==> src/rtl/nbit_serial_subtractor.sv <==
// nbit_serial_subtractor: bit-serial unsigned A-B, LSB first, (N+1)-bit two's complement result
module nbit_serial_subtractor #(
  parameter int N = 4
) (
  input  logic         clk,
  input  logic         rst_n,
  input  logic         in_valid,
  output logic         in_ready,
  input  logic [N-1:0] a,
  input  logic [N-1:0] b,
  output logic         out_valid,
  input  logic         out_ready,
  output logic [N:0]   d,
  output logic         busy
);
  localparam int CW = N > 1 ? $clog2(N) : 1;
  typedef enum logic [1:0] {IDLE, RUN, DONE} state_t;
  state_t state, state_n;
  logic [N-1:0] sa, sb, res, res_n;
  logic [CW-1:0] cnt;
  logic br, di, br_n, last;
  assign di = sa[0] ^ sb[0] ^ br;
  assign br_n = (~sa[0] & sb[0]) | (~(sa[0] ^ sb[0]) & br);
  assign res_n = (res >> 1) | (N'(di) << (N - 1));
  assign last = cnt == CW'(N - 1);
  assign in_ready = rst_n && state == IDLE;
  assign out_valid = state == DONE;
  assign busy = state != IDLE;
  always_ff @(posedge clk or negedge rst_n)
    if (!rst_n) state <= IDLE;
    else state <= state_n;
  always_comb begin
    state_n = state;
    unique case (state)
      IDLE:    state_n = in_valid ? RUN : IDLE;
      RUN:     state_n = last ? DONE : RUN;
      DONE:    state_n = out_ready ? IDLE : DONE;
      default: state_n = IDLE;
    endcase
  end
  // d is only written on the final bit edge, so it never shows a partial result
  always_ff @(posedge clk or negedge rst_n)
    if (!rst_n) begin
      sa  <= '0;
      sb  <= '0;
      res <= '0;
      br  <= 1'b0;
      cnt <= '0;
      d   <= '0;
    end else if (in_valid && in_ready) begin
      sa  <= a;
      sb  <= b;
      br  <= 1'b0;
      cnt <= '0;
    end else if (state == RUN) begin
      sa  <= sa >> 1;
      sb  <= sb >> 1;
      br  <= br_n;
      cnt <= cnt + 1'b1;
      res <= res_n;
      if (last) d <= {br_n, res_n};
    end
endmodule

==> config.mk <==
export PLATFORM = sky130hd
export DESIGN_NAME = nbit_serial_subtractor
export DESIGN_NICKNAME = d
export VERILOG_FILES = /design/src/rtl/nbit_serial_subtractor.sv
export SDC_FILE = /design/constraint.sdc
export NUM_CORES = 1
export LEC_CHECK = 0
export ABC_CLOCK_PERIOD_IN_PS = 1720
export CAP_MARGIN = 20
export CORE_MARGIN = 2
export CORE_UTILIZATION = 40
export CTS_BUF_LIST = sky130_fd_sc_hd__clkbuf_8
export DETAILED_ROUTE_END_ITERATION = 8
export PLACE_DENSITY_LB_ADDON = 0.25
export SETUP_SLACK_MARGIN = 0.15
export SLEW_MARGIN = 25
export SYNTH_ARGS = -nofsm -noshare
export SYNTH_HDL_FRONTEND = slang
export SYNTH_SLANG_ARGS = --single-unit
==> constraint.sdc <==
create_clock -name clk -period 1.72 [get_ports clk]
set_clock_uncertainty 0.1 [all_clocks]
set_input_delay 0.344 -clock clk [delete_from_list [all_inputs] [get_ports clk]]
set_output_delay 0.344 -clock clk [all_outputs]
set_load 0.02 [all_outputs]
# Yosys cells after proc, flatten, opt, wreduce, memory -nomap -nowiden
# Cells that the tools add are included.
# word_totals
ff_bits,22
in_bits,12
output_inout_bits,8
word_cells,39
# op_classes
n_addsub,1
eq_ne,3
muxes,12
bitwise,9
reduce_logical,7
# op_table
op,n
2-to-1 mux 4 bit,4
2-to-1 mux 2 bit,4
one-hot mux 2 bit (3 select lines),1
== test 2 bit (second input constant),2
OR 3 x 4 -> 4 bit,1
nonzero test 2 bit,2
2-to-1 mux 1 bit,3
NOT 1 bit,3
AND reduction 3 bit,1
adder 2 x 1 -> 2 bit (second input constant),1
AND 1 bit,2
== test 2 x 1 -> 1 bit (second input constant),1
logical AND 1 bit,2
zero test 2 bit,1
AND reduction 2 bit,1
XOR 1 bit,2
OR 1 bit,1

# Logic depth before layout (Yosys ltp)
# depth
ltp_word,6
mapped_depth,5
ltp_nobuf,4

# Least setup slack after synthesis
# Ideal clock, no wire load.
# synth_path
path_type,reg2out
start,register state[0]
end,output port in_ready
arrival_ps,1062
required_ps,1276
setup_slack_ps,214
stages_incl_launch_ff,3
path_buffers,0
path_cell_list,dfrtp_1 or2_2 nor2_1
# synth_between
elab_chain_len,2
# synth_rtl
item,line,rtl
start: declaration,18,"state_t state, state_n;"
start signal: assignment,31,else state <= state_n;
zero test 2 bit,26,assign in_ready = rst_n && state == IDLE;
logical AND 1 bit,26,
end: declaration,8,"output logic in_ready,"
# No other way between the ends.

# Final worst setup path
# Same ends and word-level chain as after synthesis.

==> out/summary.md <==
• completed — run status
• 2230 uW — total power
• -0.293 ns — worst slack at placement
• 19 — post-synthesis cell type count
• 11.7 um^2 — average cell area after synthesis
• 786 uW — switching power
• 21 — TritonCTS Sinks
• 122 — final net count
• 0.145 ns — minimum setup slack in the final design
• 55.5% — area share of the largest cell type after synthesis
• 0 — number of buffers added for setup after CTS
• 81 — cells after synthesis
• 1.58 ns — time the worst path needs with I/O delays and setup
• 52.7 um — die width
• 1740 mW/mm^2 — total power density per cell area
• 0 — Maximum Capacitance Violations
• 12.1 um — wire length per cell
• 17 — number of standard-cell rows in the floorplan
• reg -> out — type of the worst setup path
• 21 — FF+latch count, synth
• 0 — overall overflow remaining after global route
• 0.26 ns — insertion delay of the later-clocked pin in the worst-skew pair
• 55.5% — share of synthesized area occupied by flip-flops and latches
• 1450 uW — internal power
• 0 — antenna violations before repair
• 635 MHz — maximum frequency from static timing analysis
• 0.000606 uW — Leak
• 79.4% — Max-slew headroom
• 0 — diodes inserted
• 2 — Max Fanout on Critical Path
• 2630 um — global-route wire length before repair
• 0.653 — gp weighted congestion
• 0 — # setup viols final
• sky130_fd_sc_hd__clkbuf_8 — root buffer cell
• yes — setup repair after global routing missed its margin
• 4 — number of DRC violations after detailed-routing iteration 0
• 35.5% — Layout Area Growth over Synthesis
• in -> async — worst hold-check path type
• 23 — largest net degree at the start of global routing
• 0.00277 mm^2 — DIE AREA
• sky130_fd_sc_hd__dfrtp_1 — cell accounting for the most synthesized area
• 0 — number of DRC violations after detailed routing
• 14.3% — Clk network pwr share
• 1060 um — post-detailed-placement half-perimeter wirelength
• 20 — number of ports placed on the die boundary
• 0 — Synth Warn #
• 48.5% — proportion of power drawn by combinational gates
• 0 — Post-CTS Hold Buffers
• 1640 um — final routed wirelength across all metal layers
• 19 — count of buffers inserted at the top-level ports
• 947 um^2 — combined area of all synthesized cells
• 0.00128 mm^2 — final design area excluding fillers
• 1 — maximum level of the CTS H-tree
• 91.6% — ratio of final minimum period to clock period
• 52.7 um — Chip Height
• flip-flop — category of the worst setup path launch point
• 0.00223 mm^2 — placeable core area
• 1.13 ns — CP arrival
• 0.08 ns — clock input transition at the sequential cells of the worst setup and hold paths
• 0 — Final Hold Vio Count
• 1.28 ns — required time of the critical path
• 130 — placed insts
• 42.4% — Initial Util
• output port — endpoint kind of the worst setup timing path
• 0 ns — Fin Setup TNS
• 3 — length of the first detailed-routing pass in iterations
• 2 — Bufs on Longest Clock Path
• 135 — Cell Count, Final, Fillers Out
• 600 — number of global-route vias before repair
• 37.2% — Flop pwr share
• sky130_fd_sc_hd__dfrtp_1 (55%), sky130_fd_sc_hd__mux2i_1 (8.5%), sky130_fd_sc_hd__mux2_2 (8.3%), sky130_fd_sc_hd__nand2_1 (5.2%), sky130_fd_sc_hd__o21ai_0 (4.2%) — Area contributors post-synth
• 0.308 ns — transition time at the pin with the least slew margin
• 0.000940 V — largest vdd supply drop
• 3 — number of buffers created by CTS
• 627 — via total after detailed routing
• 4.64 — via density per instance
• 0.00119 mm^2 — dpl cell area
• 35.2% — switching part of the total
• 95 — net count of the mapped netlist
• 13.2% — total track usage
• 0 — Final Max Tran Viols
• 0 — number of routed nets with antenna violations
• 24.3% — fraction of layout instances using a drive strength above 1
• yes — TritonCTS clock tree
==> cell usage in the layout, fill, tap and decap left out, types with 2 or more instances in the layout <==
| cell type | count |
|---|---|
| sky130_fd_sc_hd__dlygate4sd2_1 | 5 |
| sky130_fd_sc_hd__nand2_1 | 13 |
| sky130_fd_sc_hd__mux2_2 | 7 |
| sky130_fd_sc_hd__inv_1 | 4 |
| sky130_fd_sc_hd__mux2i_1 | 8 |
| sky130_fd_sc_hd__buf_6 | 2 |
| sky130_fd_sc_hd__nand2b_1 | 2 |
| sky130_fd_sc_hd__dfrtp_1 | 21 |
| sky130_fd_sc_hd__buf_12 | 2 |
| sky130_fd_sc_hd__buf_4 | 4 |
| sky130_fd_sc_hd__nor2_1 | 3 |
| sky130_fd_sc_hd__clkbuf_8 | 3 |
| sky130_fd_sc_hd__o21ai_0 | 8 |
| sky130_fd_sc_hd__clkdlybuf4s50_1 | 10 |
==> cell families after synthesis <==
family	Yosys count	share of synthesized area (%)
XOR/XNOR	1	0.925
AND/OR/NAND/NOR	24	12.2
multiplexers	15	16.8
AO/OA/AOI/OAI	10	5.28
flip-flops	21	55.5
buffers and inverters	8	5.94
adder cells (fa/ha/maj)	2	3.43
==> cell usage after synthesis (all sizes together) <==
cell	count
a21oi	1
and4bb	1
buf	4
dfrtp	21
fa	1
ha	1
inv	4
mux2	7
mux2i	8
nand2	13
nand2b	2
nand3b	1
nor2	4
nor2b	1
o21ai	9
or2	2
xor2	1
==> cell type report <==
type,instances,area (um^2)
fillers,210,950
flip-flops and latches,21,526
multi-input cells,52,383
repair buffers,26,279
clock buffers,3,41.3
well taps,28,35.0
inverters,4,15.0
clock inverters,1,5.00
==> metal layers <==
| metal | vias up | global-route usage, % | routed length (um) |
|---|---|---|---|
| met3 | 2 | 3.43 | 63 |
| met4 | 0 | 5.13 | 11 |
| met1 | 294 | 16.6 | 744 |
| met2 | 13 | 21.7 | 820 |
| li1 | 318 | - | - |
| met5 | - | 0 | 0 |
==> repair_timing <==
action / CTS / global route
pin swaps: 0 / 2
setup endpoints to repair: 19 / 9
cloned: 0 / 1
resized for setup: 21 / 9
==> worst max-delay path, cell delays in order (launching register included) <==
cell	delay, ns
sky130_fd_sc_hd__dfrtp_1	0.39
sky130_fd_sc_hd__or2_4	0.26
sky130_fd_sc_hd__nor2_4	0.10
sky130_fd_sc_hd__buf_6	0.12
==> final timing paths <==
kind                                     from                 end  slack (ns)  cells after the start
hold / removal                          rst_n  cnt[0]$_DFFE_PN0P_        0.04                      2
hold reg to reg              d[4]$_DFFE_PN0P_    d[4]$_DFFE_PN0P_        0.38                      2
max in group asynchronous               rst_n  cnt[1]$_DFFE_PN0P_        1.32                      2
min in group clk             d[4]$_DFFE_PN0P_    d[4]$_DFFE_PN0P_        0.38                      2
setup reg to reg            sa[0]$_DFFE_PN0P_      br$_DFFE_PN0P_        0.25                      3
setup / recovery           state[0]$_DFF_PN0_            in_ready        0.14                      3
==> power by group through the flow <==
stage                     Clock, uW  Sequential, uW  Combinational [uW]
after global placement            0             834                1050
final                           319             831                1080
after CTS                       326             831                1040
after global routing            352             867                1200
after floorplan                   0             904                 675
after detailed placement          0             844                1080
==> sequential cells by signal, indices dropped and copies added (netlist names) <==
register	flops
br	1
cnt	2
sb	4
state	2
sa	4
d	5
res	3
==> stage by stage <==
| step | hold WS, ns | util [%] |
|---|---|---|
| CTS | 0.363 | 55.0 |
| floorplan | -0.0516 | - |
| global route | 0.0566 | 57.5 |
| finish | 0.0445 | 57.5 |
| global placement | 0.364 | 53.2 |
| detailed placement | 0.380 | 53.2 |
No activity file was read; power rests on OpenSTA's default activity.
